$ cat src/rtl/mem_port_arbiter_pkg.sv
`default_nettype none
// ============================================================================
// Module      : mem_arb_pkg
// Description : Shared types and constants for the byte-wide memory port
//               arbiter: FSM states, RV32I load/store funct3 codes, beat
//               counts and the funct3 size/sign decoder.
// Revision    : 1.0 - initial release
// ============================================================================
package mem_arb_pkg;

    typedef enum logic [1:0] {
        ST_IDLE = 2'd0,
        ST_XFER = 2'd1,
        ST_WAIT = 2'd2,
        ST_RESP = 2'd3
    } arb_state_t;

    localparam logic [2:0] LB  = 3'b000;
    localparam logic [2:0] LH  = 3'b001;
    localparam logic [2:0] LW  = 3'b010;
    localparam logic [2:0] LBU = 3'b100;
    localparam logic [2:0] LHU = 3'b101;
    localparam logic [2:0] SB  = 3'b000;
    localparam logic [2:0] SH  = 3'b001;
    localparam logic [2:0] SW  = 3'b010;

    // Number of byte beats in a transfer
    localparam logic [2:0] NB_1 = 3'd1;
    localparam logic [2:0] NB_2 = 3'd2;
    localparam logic [2:0] NB_4 = 3'd4;

    typedef struct packed {
        logic [2:0] nbytes;
        logic       sgn;
        logic       legal;
    } size_dec_t;

    // Fetches are always an unextended word; data accesses decode funct3.
    function automatic size_dec_t size_decode(input logic       is_data,
                                              input logic       we,
                                              input logic [2:0] funct3);
        size_dec_t d;
        d.nbytes = NB_4;
        d.sgn    = 1'b0;
        d.legal  = 1'b1;
        if (is_data) begin
            if (we) begin
                case (funct3)
                    SB:      d.nbytes = NB_1;
                    SH:      d.nbytes = NB_2;
                    SW:      d.nbytes = NB_4;
                    default: d.legal  = 1'b0;
                endcase
            end else begin
                case (funct3)
                    LB:      begin d.nbytes = NB_1; d.sgn = 1'b1; end
                    LH:      begin d.nbytes = NB_2; d.sgn = 1'b1; end
                    LW:      d.nbytes = NB_4;
                    LBU:     d.nbytes = NB_1;
                    LHU:     d.nbytes = NB_2;
                    default: d.legal  = 1'b0;
                endcase
            end
        end
        return d;
    endfunction

endpackage
`default_nettype wire

$ cat src/rtl/mem_port_arbiter_if.sv
`default_nettype none
// ============================================================================
// Module      : mem_port_arbiter_if
// Description : Bundle of the fetch requester, data requester and byte memory
//               port signals around the arbiter.
//               slave  : arbiter side (takes requests, drives memory port)
//               master : environment side (requesters and memory)
// Revision    : 1.0 - initial release
// ============================================================================
interface mem_port_arbiter_if #(
    parameter int ADDR_W = 10
);
    logic              if_req;
    logic [ADDR_W-1:0] if_addr;
    logic              if_ack;
    logic [31:0]       if_rdata;

    logic              d_req;
    logic              d_we;
    logic [2:0]        d_funct3;
    logic [ADDR_W-1:0] d_addr;
    logic [31:0]       d_wdata;
    logic              d_ack;
    logic [31:0]       d_rdata;
    logic              d_err;

    logic [ADDR_W-1:0] mem_addr;
    logic              mem_we;
    logic [7:0]        mem_wdata;
    logic [7:0]        mem_rdata;

    logic              busy;

    modport slave (
        input  if_req, if_addr, d_req, d_we, d_funct3, d_addr, d_wdata, mem_rdata,
        output if_ack, if_rdata, d_ack, d_rdata, d_err,
               mem_addr, mem_we, mem_wdata, busy
    );

    modport master (
        output if_req, if_addr, d_req, d_we, d_funct3, d_addr, d_wdata, mem_rdata,
        input  if_ack, if_rdata, d_ack, d_rdata, d_err,
               mem_addr, mem_we, mem_wdata, busy
    );
endinterface
`default_nettype wire

$ cat src/rtl/mem_port_arbiter_load_extend.sv
`default_nettype none
// ============================================================================
// Module      : load_extend
// Description : Combinational sign/zero extension of an assembled load word.
// Ports       : i_raw    - bytes assembled little-endian from lane 0 up
//               i_nbytes - 1, 2 or 4 valid bytes
//               i_sgn    - replicate the top valid bit when set
//               o_ext    - extended 32-bit result
// Revision    : 1.0 - initial release
// ============================================================================
module load_extend
    import mem_arb_pkg::*;
(
    input  wire logic [31:0] i_raw,
    input  wire logic [2:0]  i_nbytes,
    input  wire logic        i_sgn,
    output logic      [31:0] o_ext
);
    always_comb begin
        o_ext = i_raw;
        case (i_nbytes)
            NB_1:    o_ext = {{24{i_sgn & i_raw[7]}},  i_raw[7:0]};
            NB_2:    o_ext = {{16{i_sgn & i_raw[15]}}, i_raw[15:0]};
            default: o_ext = i_raw;
        endcase
    end
endmodule
`default_nettype wire

$ cat src/rtl/mem_port_arbiter.sv
`default_nettype none
// ============================================================================
// Module      : mem_port_arbiter
// Description : Round-robin share of one byte-wide synchronous memory port
//               between instruction fetch and load/store. Each request is
//               split into 1/2/4 little-endian byte beats; loads are
//               reassembled and extended per RV32I funct3.
// Ports       : clk, rst - clock and synchronous active-high reset
//               bus      - requesters, memory port and busy (slave modport)
// Revision    : 1.0 - initial release
// ============================================================================
module mem_port_arbiter
    import mem_arb_pkg::*;
#(
    parameter int ADDR_W = 10
) (
    input  wire logic        clk,
    input  wire logic        rst,
    mem_port_arbiter_if.slave bus
);
    arb_state_t        r_state, w_state_nxt;

    logic              r_gnt_d;     // 1: data requester owns the transfer
    logic              r_last_d;    // round-robin pointer, 1: data granted last
    logic              r_we;
    logic              r_sgn;
    logic [2:0]        r_nbytes;
    logic [1:0]        r_beat;
    logic [ADDR_W-1:0] r_base;
    logic [31:0]       r_wdata;
    logic [31:0]       r_raw;
    logic              r_busy;
    logic              r_if_ack, r_d_ack, r_d_err;
    logic [31:0]       r_if_rdata, r_d_rdata;

    logic              w_req_any;
    logic              w_grant_d;
    size_dec_t         w_dec;
    logic              w_last_beat;
    logic [31:0]       w_raw_merged;
    logic [31:0]       w_ext;
    logic [ADDR_W-1:0] w_mem_addr;
    logic              w_mem_we;
    logic [7:0]        w_mem_wdata;

    // Under contention the requester not served last wins.
    always_comb begin
        w_req_any = bus.if_req | bus.d_req;
        w_grant_d = bus.d_req & (~bus.if_req | ~r_last_d);
        w_dec     = size_decode(w_grant_d, bus.d_we, bus.d_funct3);
    end

    assign w_last_beat = ({1'b0, r_beat} == (r_nbytes - 3'd1));

    // The byte arriving now was addressed one beat earlier, so it lands in
    // lane beat-1. In WAIT the beat counter has already stepped past the
    // last beat (modulo 4), so the same lane formula covers the final byte.
    always_comb begin
        w_raw_merged = r_raw;
        w_raw_merged[{r_beat - 2'd1, 3'b000} +: 8] = bus.mem_rdata;
    end

    load_extend u_load_extend (
        .i_raw    (w_raw_merged),
        .i_nbytes (r_nbytes),
        .i_sgn    (r_sgn),
        .o_ext    (w_ext)
    );

    always_ff @(posedge clk) begin
        if (rst) r_state <= ST_IDLE;
        else     r_state <= w_state_nxt;
    end

    always_comb begin
        w_state_nxt = r_state;
        case (r_state)
            ST_IDLE: if (w_req_any) w_state_nxt = w_dec.legal ? ST_XFER : ST_RESP;
            ST_XFER: if (w_last_beat) w_state_nxt = ST_WAIT;
            ST_WAIT: w_state_nxt = ST_RESP;
            ST_RESP: w_state_nxt = ST_IDLE;
            default: w_state_nxt = ST_IDLE;
        endcase
    end

    always_ff @(posedge clk) begin
        if (rst) begin
            r_gnt_d    <= 1'b0;
            r_last_d   <= 1'b0;
            r_we       <= 1'b0;
            r_sgn      <= 1'b0;
            r_nbytes   <= NB_4;
            r_beat     <= 2'd0;
            r_base     <= '0;
            r_wdata    <= '0;
            r_raw      <= '0;
            r_busy     <= 1'b0;
            r_if_ack   <= 1'b0;
            r_d_ack    <= 1'b0;
            r_d_err    <= 1'b0;
            r_if_rdata <= '0;
            r_d_rdata  <= '0;
        end else begin
            r_if_ack <= 1'b0;
            r_d_ack  <= 1'b0;
            r_d_err  <= 1'b0;
            r_busy   <= (w_state_nxt != ST_IDLE);
            case (r_state)
                ST_IDLE: begin
                    if (w_req_any) begin
                        r_gnt_d  <= w_grant_d;
                        r_base   <= w_grant_d ? bus.d_addr : bus.if_addr;
                        r_we     <= w_grant_d & bus.d_we;
                        r_nbytes <= w_dec.nbytes;
                        r_sgn    <= w_dec.sgn;
                        r_wdata  <= bus.d_wdata;
                        r_beat   <= 2'd0;
                        r_raw    <= '0;
                        // Illegal funct3 skips the memory and answers next cycle.
                        if (!w_dec.legal) begin
                            r_d_ack   <= 1'b1;
                            r_d_err   <= 1'b1;
                            r_d_rdata <= '0;
                        end
                    end
                end
                ST_XFER: begin
                    r_beat <= r_beat + 2'd1;
                    if (r_beat != 2'd0 && !r_we) r_raw <= w_raw_merged;
                end
                ST_WAIT: begin
                    if (r_gnt_d) begin
                        r_d_ack   <= 1'b1;
                        r_d_rdata <= r_we ? 32'd0 : w_ext;
                    end else begin
                        r_if_ack   <= 1'b1;
                        r_if_rdata <= w_ext;
                    end
                end
                ST_RESP: r_last_d <= r_gnt_d;
                default: ;
            endcase
        end
    end

    // Memory port decodes straight from state and beat; address wraps.
    always_comb begin
        w_mem_addr  = '0;
        w_mem_we    = 1'b0;
        w_mem_wdata = 8'd0;
        if (r_state == ST_XFER) begin
            w_mem_addr = r_base + ADDR_W'(r_beat);
            w_mem_we   = r_we;
            if (r_we) w_mem_wdata = r_wdata[{r_beat, 3'b000} +: 8];
        end
    end

    assign bus.mem_addr  = w_mem_addr;
    assign bus.mem_we    = w_mem_we;
    assign bus.mem_wdata = w_mem_wdata;
    assign bus.if_ack    = r_if_ack;
    assign bus.if_rdata  = r_if_rdata;
    assign bus.d_ack     = r_d_ack;
    assign bus.d_rdata   = r_d_rdata;
    assign bus.d_err     = r_d_err;
    assign bus.busy      = r_busy;

endmodule
`default_nettype wire

$ cat src/flat_wrapper.sv
// flat-port wrapper written by rule: the top's interface ports become plain ports
module mem_port_arbiter_flat import mem_arb_pkg::*;
#(
    parameter int ADDR_W = 10
)
  (clk, rst, bus_if_req, bus_if_addr, bus_d_req, bus_d_we, bus_d_funct3, bus_d_addr, bus_d_wdata, bus_mem_rdata, bus_if_ack, bus_if_rdata, bus_d_ack, bus_d_rdata, bus_d_err, bus_mem_addr, bus_mem_we, bus_mem_wdata, bus_busy);
  mem_port_arbiter_if #(.ADDR_W(ADDR_W)) bus_i ();
  input  wire logic clk;
  input  wire logic rst;
  input wire logic [$bits(bus_i.if_req)-1:0] bus_if_req;
  input wire logic [$bits(bus_i.if_addr)-1:0] bus_if_addr;
  input wire logic [$bits(bus_i.d_req)-1:0] bus_d_req;
  input wire logic [$bits(bus_i.d_we)-1:0] bus_d_we;
  input wire logic [$bits(bus_i.d_funct3)-1:0] bus_d_funct3;
  input wire logic [$bits(bus_i.d_addr)-1:0] bus_d_addr;
  input wire logic [$bits(bus_i.d_wdata)-1:0] bus_d_wdata;
  input wire logic [$bits(bus_i.mem_rdata)-1:0] bus_mem_rdata;
  output wire logic [$bits(bus_i.if_ack)-1:0] bus_if_ack;
  output wire logic [$bits(bus_i.if_rdata)-1:0] bus_if_rdata;
  output wire logic [$bits(bus_i.d_ack)-1:0] bus_d_ack;
  output wire logic [$bits(bus_i.d_rdata)-1:0] bus_d_rdata;
  output wire logic [$bits(bus_i.d_err)-1:0] bus_d_err;
  output wire logic [$bits(bus_i.mem_addr)-1:0] bus_mem_addr;
  output wire logic [$bits(bus_i.mem_we)-1:0] bus_mem_we;
  output wire logic [$bits(bus_i.mem_wdata)-1:0] bus_mem_wdata;
  output wire logic [$bits(bus_i.busy)-1:0] bus_busy;
  assign bus_i.if_req = bus_if_req;
  assign bus_i.if_addr = bus_if_addr;
  assign bus_i.d_req = bus_d_req;
  assign bus_i.d_we = bus_d_we;
  assign bus_i.d_funct3 = bus_d_funct3;
  assign bus_i.d_addr = bus_d_addr;
  assign bus_i.d_wdata = bus_d_wdata;
  assign bus_i.mem_rdata = bus_mem_rdata;
  assign bus_if_ack = bus_i.if_ack;
  assign bus_if_rdata = bus_i.if_rdata;
  assign bus_d_ack = bus_i.d_ack;
  assign bus_d_rdata = bus_i.d_rdata;
  assign bus_d_err = bus_i.d_err;
  assign bus_mem_addr = bus_i.mem_addr;
  assign bus_mem_we = bus_i.mem_we;
  assign bus_mem_wdata = bus_i.mem_wdata;
  assign bus_busy = bus_i.busy;
  mem_port_arbiter #(.ADDR_W(ADDR_W)) u_core (.clk(clk), .rst(rst), .bus(bus_i));
endmodule
$ cat config.mk
export PLATFORM = sky130hd
export DESIGN_NAME = mem_port_arbiter_flat
export DESIGN_NICKNAME = d
export VERILOG_FILES = /design/src/rtl/mem_port_arbiter_pkg.sv /design/src/rtl/mem_port_arbiter_if.sv /design/src/rtl/mem_port_arbiter_load_extend.sv /design/src/rtl/mem_port_arbiter.sv /design/src/flat_wrapper.sv
export SDC_FILE = /design/constraint.sdc
export NUM_CORES = 1
export LEC_CHECK = 0
export BUFFER_PORTS_ARGS = -buffer_cell sky130_fd_sc_hd__buf_2
export CORE_MARGIN = 1
export CORE_UTILIZATION = 35
export CTS_CLUSTER_DIAMETER = 30
export DETAILED_ROUTE_END_ITERATION = 8
export PLACE_DENSITY = 0.54
export SKIP_LAST_GASP = 1
export SLEW_MARGIN = 20
export SYNTH_ARGS = -nofsm -noshare
export SYNTH_HDL_FRONTEND = slang
export SYNTH_SLANG_ARGS = --single-unit
$ cat constraint.sdc
create_clock -name clk -period 5.4 [get_ports clk]
set_input_delay 0.54 -clock clk [delete_from_list [all_inputs] [get_ports clk]]
set_output_delay 0.54 -clock clk [all_outputs]
set_load 0.005 [all_outputs]
Word level (Yosys, flattened, before mapping) --
Index checks and enable logic that the tools add are counted.
Word-level totals: bits in registers 153, bits of input ports 68, word-level logic and storage cells 104
Cells by class: bitwise logic cells 11, equality and inequality tests 14, shift operators 3, reductions and logical operators 20, mux-type cells 35, $add $sub $neg 5
Operators by type and width (count):
- 2-to-1 mux 32 bit | 6
- one-hot mux 32 bit (2 select lines) | 3
- bitwise mux 32 bit | 1
- variable shift 8 x 7 -> 32 bit (first input constant) | 1
- variable part select 32 x 6 -> 8 bit | 1
- variable part select 8 x 7 -> 32 bit | 1
- 2-to-1 mux 10 bit | 2
- 2-to-1 mux 8 bit | 2
- one-hot mux 3 bit (2 select lines) | 2
- adder 10 x 2 -> 10 bit | 1
- 2-to-1 mux 1 bit | 10
- OR reduction 2 bit | 5
- 2-to-1 mux 2 bit | 4
- one-hot mux 2 bit (4 select lines) | 1
- nonzero test 2 bit | 4
- negation 5 -> 7 bit | 1
- equality test 3 x 1 -> 1 bit (second input constant) | 2
- equality test 3 x 2 -> 1 bit (second input constant) | 2
- equality test 3 bit (second input constant) | 2
- inequality test 2 x 1 -> 1 bit (second input constant) | 3
- AND reduction 2 bit | 3
- 2-to-1 mux 5 bit | 1
- inverter 1 bit | 5
- OR reduction 5 bit | 1
- other kinds (19) | 24

Longest topological paths before layout --
word-level depth 9, gate-level depth with buffers 10, mapped depth without buffers 6

By module --
Synthesis repeated with hierarchy kept, for this count alone.
Unflattened totals: cell total of the unflattened synthesis 884, area, all modules 6976.7 um2
Modules (own cells, without submodules):
- mem_port_arbiter | times used 1, area each 6627.6 um2, sequential area each 3062.9 um2, cells each 840
- load_extend | times used 1, area each 349.1 um2, sequential area each 0.0 um2, cells each 44

Least setup slack after synthesis --
OpenSTA, ideal clock, no wires.
path kind register to register, start point register u_core.r_beat[0], end point register u_core.r_if_rdata[22], in the netlist u_core.bus.if_rdata[22], data required time 5.255 ns, stages on the path, launching flop included 11, arrival time 2.282 ns, slack 2.972 ns, path through dfxtp_1 buf_4 buf_2 inv_1 ha_1 nor2b_2 buf_6 a32oi_4 a21o_1 buf_6 a311oi_2
Between the ends: cells in the longest elaborated chain, start to end 6, elaborated cells between the ends (all ways) 8, those cells by class add/sub (2); shift (2); mux (2); bitwise (2)
Ends and longest elaborated chain:
- start: declaration | line mem_port_arbiter.sv:28 | logic [1:0] r_beat;
- start signal: assignment | line mem_port_arbiter.sv:128 | r_beat <= r_beat + 2'd1;
- subtractor 2 x 1 -> 2 bit * | line mem_port_arbiter.sv:60 | w_raw_merged[{r_beat - 2'd1, 3'b000} +: 8] = bus.mem_rdata;
- negation 5 -> 7 bit * | line mem_port_arbiter.sv:60
- variable part select 8 x 7 -> 32 bit / variable shift 8 x 7 -> 32 bit (equally long branches) | line mem_port_arbiter.sv:60
- bitwise mux 32 bit * | line mem_port_arbiter.sv:60
- AND 1 bit (on tied branches) | line mem_port_arbiter_load_extend.sv:23, mem_port_arbiter_load_extend.sv:22
- one-hot mux 32 bit (2 select lines) * | line mem_port_arbiter_load_extend.sv:21 | case (i_nbytes)
- end signal: assignment | line mem_port_arbiter.sv:137 | r_if_rdata <= w_ext;
- end: declaration | line mem_port_arbiter.sv:34 | logic [31:0] r_if_rdata, r_d_rdata;
Mark *: on every way between the ends. The rest lies on a longest branch, timed or not. A chain may end at the register's enable or synchronous reset.

Worst setup path in the final report --
start point register u_core.r_beat[1], end point register u_core.r_d_rdata[29], in the netlist u_core.bus.d_rdata[29]
Between the ends: cells in the longest elaborated chain, start to end 9, elaborated cells between the ends (all ways) 11, those cells by class add/sub (2); shift (2); mux (5); bitwise (2)
Ends and longest elaborated chain:
- subtractor 2 x 1 -> 2 bit * | line mem_port_arbiter.sv:60
- negation 5 -> 7 bit * | line mem_port_arbiter.sv:60
- variable part select 8 x 7 -> 32 bit / variable shift 8 x 7 -> 32 bit (equally long branches) | line mem_port_arbiter.sv:60
- bitwise mux 32 bit * | line mem_port_arbiter.sv:60
- AND 1 bit (on tied branches) | line mem_port_arbiter_load_extend.sv:23, mem_port_arbiter_load_extend.sv:22
- one-hot mux 32 bit (2 select lines) * | line mem_port_arbiter_load_extend.sv:21
- 2-to-1 mux 32 bit * | line mem_port_arbiter.sv:134 | r_d_rdata <= r_we ? 32'd0 : w_ext;
- 2-to-1 mux 32 bit * | line mem_port_arbiter.sv:132 | if (r_gnt_d) begin
- one-hot mux 32 bit (2 select lines) * | line mem_port_arbiter.sv:108 | case (r_state)
- end signal: assignment | line mem_port_arbiter.sv:134
- end: declaration | line mem_port_arbiter.sv:34
Mark *: on every way between the ends. The rest lies on a longest branch, timed or not. The select of a mux whose other input is x is not followed.

==> results.md <==
- Status: complete, no violations
- Max cap viols: 0
- Iteration-0 DRC Markers: ~410
- Area delta synth->final: 22.5%
- Drt pass-1 iters: 6
- HPWL Detailed: between 10 and 15 mm
- Clock root buffer master: clkbuf_16
- TNS Setup: 0 ns
- Largest net degree at the start of global routing: 67
- Finish-stage setup viols: 0
- # DRC: 0
- Top cell type by total area after synthesis: dfxtp_1
- Setup CP Type: flop to flop
- Vias in the first global route: between 5,000 and 6,000
- WL per Instance: between 15 and 20 µm
- Number of unique standard cell types used by synthesis: just over 60
- DIE HEIGHT: roughly 140 µm
- Vias: around 5,700
- Count leader, synth: dfxtp_1
- Slew at the pin closest to its max-slew limit: 1.05 ns
- Top_reg_cell synth: dfxtp_1
- Vias per cell: about 5.0
- CP required: 5.76 ns
- Power Density: around 370 mW/mm²
- Register area share after synthesis: between 40% and 50%
- FFs w/ async S/R, synth: 0%
- Top-area cell type share of the netlist area: ~45%
- Initial antenna violation count: 0
- Placer Congestion: 0.800
- Yosys warning count: 0
- Remaining antenna violation count: 0
- Ports: between 150 and 200
- Clock tree buffer depth: 2
- Lkg Pwr: approximately 0.0034 µW
- Port buffer count: 154
- FP Rows: 50
- Hold Crit Class: input port to flop
- Clock Skew: approximately 0.0093 ns
- H-tree levels: 4
- Fin crit share: a little under three fifths
- VDD IR-drop max: about 0.23 mV
- Global-route wire length before repair: around 28 mm
- Post-layout minimum cycle time: approximately 3 ns
- Number of synthesized flops with an enable pin: 0
- Critical path endpoint category: flop
- CTS tree: yes
- Highest Clock Rate: 330 MHz
- Post-synth top cells: dfxtp_1 (153), nand2_1 (96), nor2_1 (83)
- CTS resizes: 0
- Wirelength, routed: 17.9 mm
- Final worst setup slack: 2.37 ns
- Worst-path fanout max: 24
- Worst path arrival time: ~3.4 ns
- Clk_lat worst skew: 0.43 ns
- Global Route Usage Sum: a little under a fifth
- Post-CTS setup buffers: 0
- Die Wd: 142 µm
- Final Hold Viols: 0
- Worst Setup Start Kind: flop
- Register bit total from synthesis: around 150
- RSZ-0062 raised after global routing: no
- N_diodes: 0
- Core Area: between 0.015 and 0.02 mm²
- # hold bufs at CTS: 0
- Share of layout cells above drive strength 1: about 29%
- Fin nets: 940
- Die area: roughly 0.02 mm²
- Clock transition at path regs: 0.06 ns
- Final max-slew violation count: 0
- Slew Limit Headroom: between 20% and 30%
- Sink Count: 153
- Initial Utilization: between 30% and 40%
- FILL cells: approximately 1,900
- Synth top area cells: dfxtp_1 (45%), nand2_1 (5.3%), nor2_1 (4.6%), a21oi_1 (4.1%), nor2b_1 (3.8%)
- Syn nets: 824
- Mean Syn Cell Area: 9.16 µm²
- Pre-CTS WS: around 2.4 ns
- Remaining Overflow, GRT: 0
- Mapped Cells: roughly 750
- Mapped cell area: ~0.0068 mm²
- CTS buffer count: 17
-- area by class of cell --
type                            count  area (µm²)  share of cell area (%)
Timing Repair Buffer              162         833                    9.97
Tap cell                          260         325                    3.89
Inverter                            6        22.5                   0.270
Clock buffer                       19         433                    5.18
Clock inverter                     13         201                    2.41
Multi-Input combinational cell    521        3480                    41.6
Sequential cell                   153        3060                    36.7
-- cell usage in the layout, fill, tap and decap left out, types with 6 or more instances in the layout --
cell,instances
nand2b_1,11
a311oi_2,10
a211oi_1,26
mux4_2,8
nor2_1,83
a221o_1,16
nor2b_1,40
xor2_1,6
nand3_1,6
o2bb2ai_1,16
a21oi_1,55
mux2i_1,10
a31oi_1,8
a22oi_1,27
buf_2,153
buf_4,9
clkbuf_16,17
and3_1,9
nand2_1,96
ha_1,10
inv_1,6
a31o_2,24
dfxtp_1,153
a311oi_1,6
-- per-stage QoR --
step	cells	util (%)	cell area (µm²)	total power, µW	hold slack (ns)
after detailed placement	1102	40.8	7720	1830	0.443
after floorplan	745	-	6820	1670	0.432
after global placement	1102	40.8	7720	1830	0.438
after CTS	1134	44.2	8350	3120	0.334
final	1134	44.2	8350	3090	0.343
after global routing	1134	44.2	8350	3240	0.343
-- kinds of logic (layout without fill, tap and decap cells) --
kind of cell | after synthesis | after routing | synth area share [%]
AND/OR/NAND/NOR | 277 | 277 | 19.4
AO/OA/AOI/OAI | 205 | 205 | 23.5
XOR/XNOR | 10 | 10 | 1.28
buffers and inverters | 71 | 200 | 4.66
adder cells (fa/ha/maj) | 11 | 11 | 2.13
flip-flops | 153 | 153 | 44.9
multiplexers | 18 | 18 | 4.11
-- where the power goes --
group          internal (µW)  total (µW)  switching (µW)
Combinational            200         522             322
Sequential              1210        1280            69.1
Clock                    817        1290             471
Total                   2230        3090             862
-- metal layers --
layer	routed length [µm]	track usage, %	part of all wire [%]
met5	0	0	0
met4	267	6.68	1.5
met2	8010	27.8	45
met1	8810	24.6	49
met3	838	4.49	4.7
-- registers in the layout, indices dropped and copies added (netlist names) --
signal,cells
u_core.bus.d_rdata,32
u_core.bus.if_rdata,32
u_core.r_raw,32
u_core.r_wdata,32
u_core.r_base,10
u_core.r_nbytes,3
u_core.r_beat,2
u_core.r_state,2
u_core.bus.busy,1
u_core.bus.d_ack,1
u_core.bus.d_err,1
u_core.bus.if_ack,1
u_core.r_gnt_d,1
u_core.r_last_d,1
u_core.r_sgn,1
u_core.r_we,1
-- worst max-delay path, stage by stage (launching register included) --
cell,delay [ns]
dfxtp_1,0.84
inv_1,0.19
ha_1,0.49
and2b_1,0.41
a32oi_4,0.15
a211oi_4,0.66
a221o_1,0.20
-- path summary, 6_finish.rpt --
kind | from | endpoint | slack [ns] | cells after the start
worst max register to register | u_core.r_beat[1]$_SDFFE_PP0P_ | u_core.bus.d_rdata[29]$_SDFFE_PP0P_ | 2.37 | 6
worst min-delay path | bus_d_wdata[17] | u_core.r_wdata[17]$_SDFFE_PP0P_ | 0.34 | 3
worst min register to register | u_core.r_wdata[31]$_SDFFE_PP0P_ | u_core.r_wdata[31]$_SDFFE_PP0P_ | 0.45 | 2
worst max-delay path | u_core.r_beat[1]$_SDFFE_PP0P_ | u_core.bus.d_rdata[29]$_SDFFE_PP0P_ | 2.37 | 6
Power figures use the tool's default switching activity.
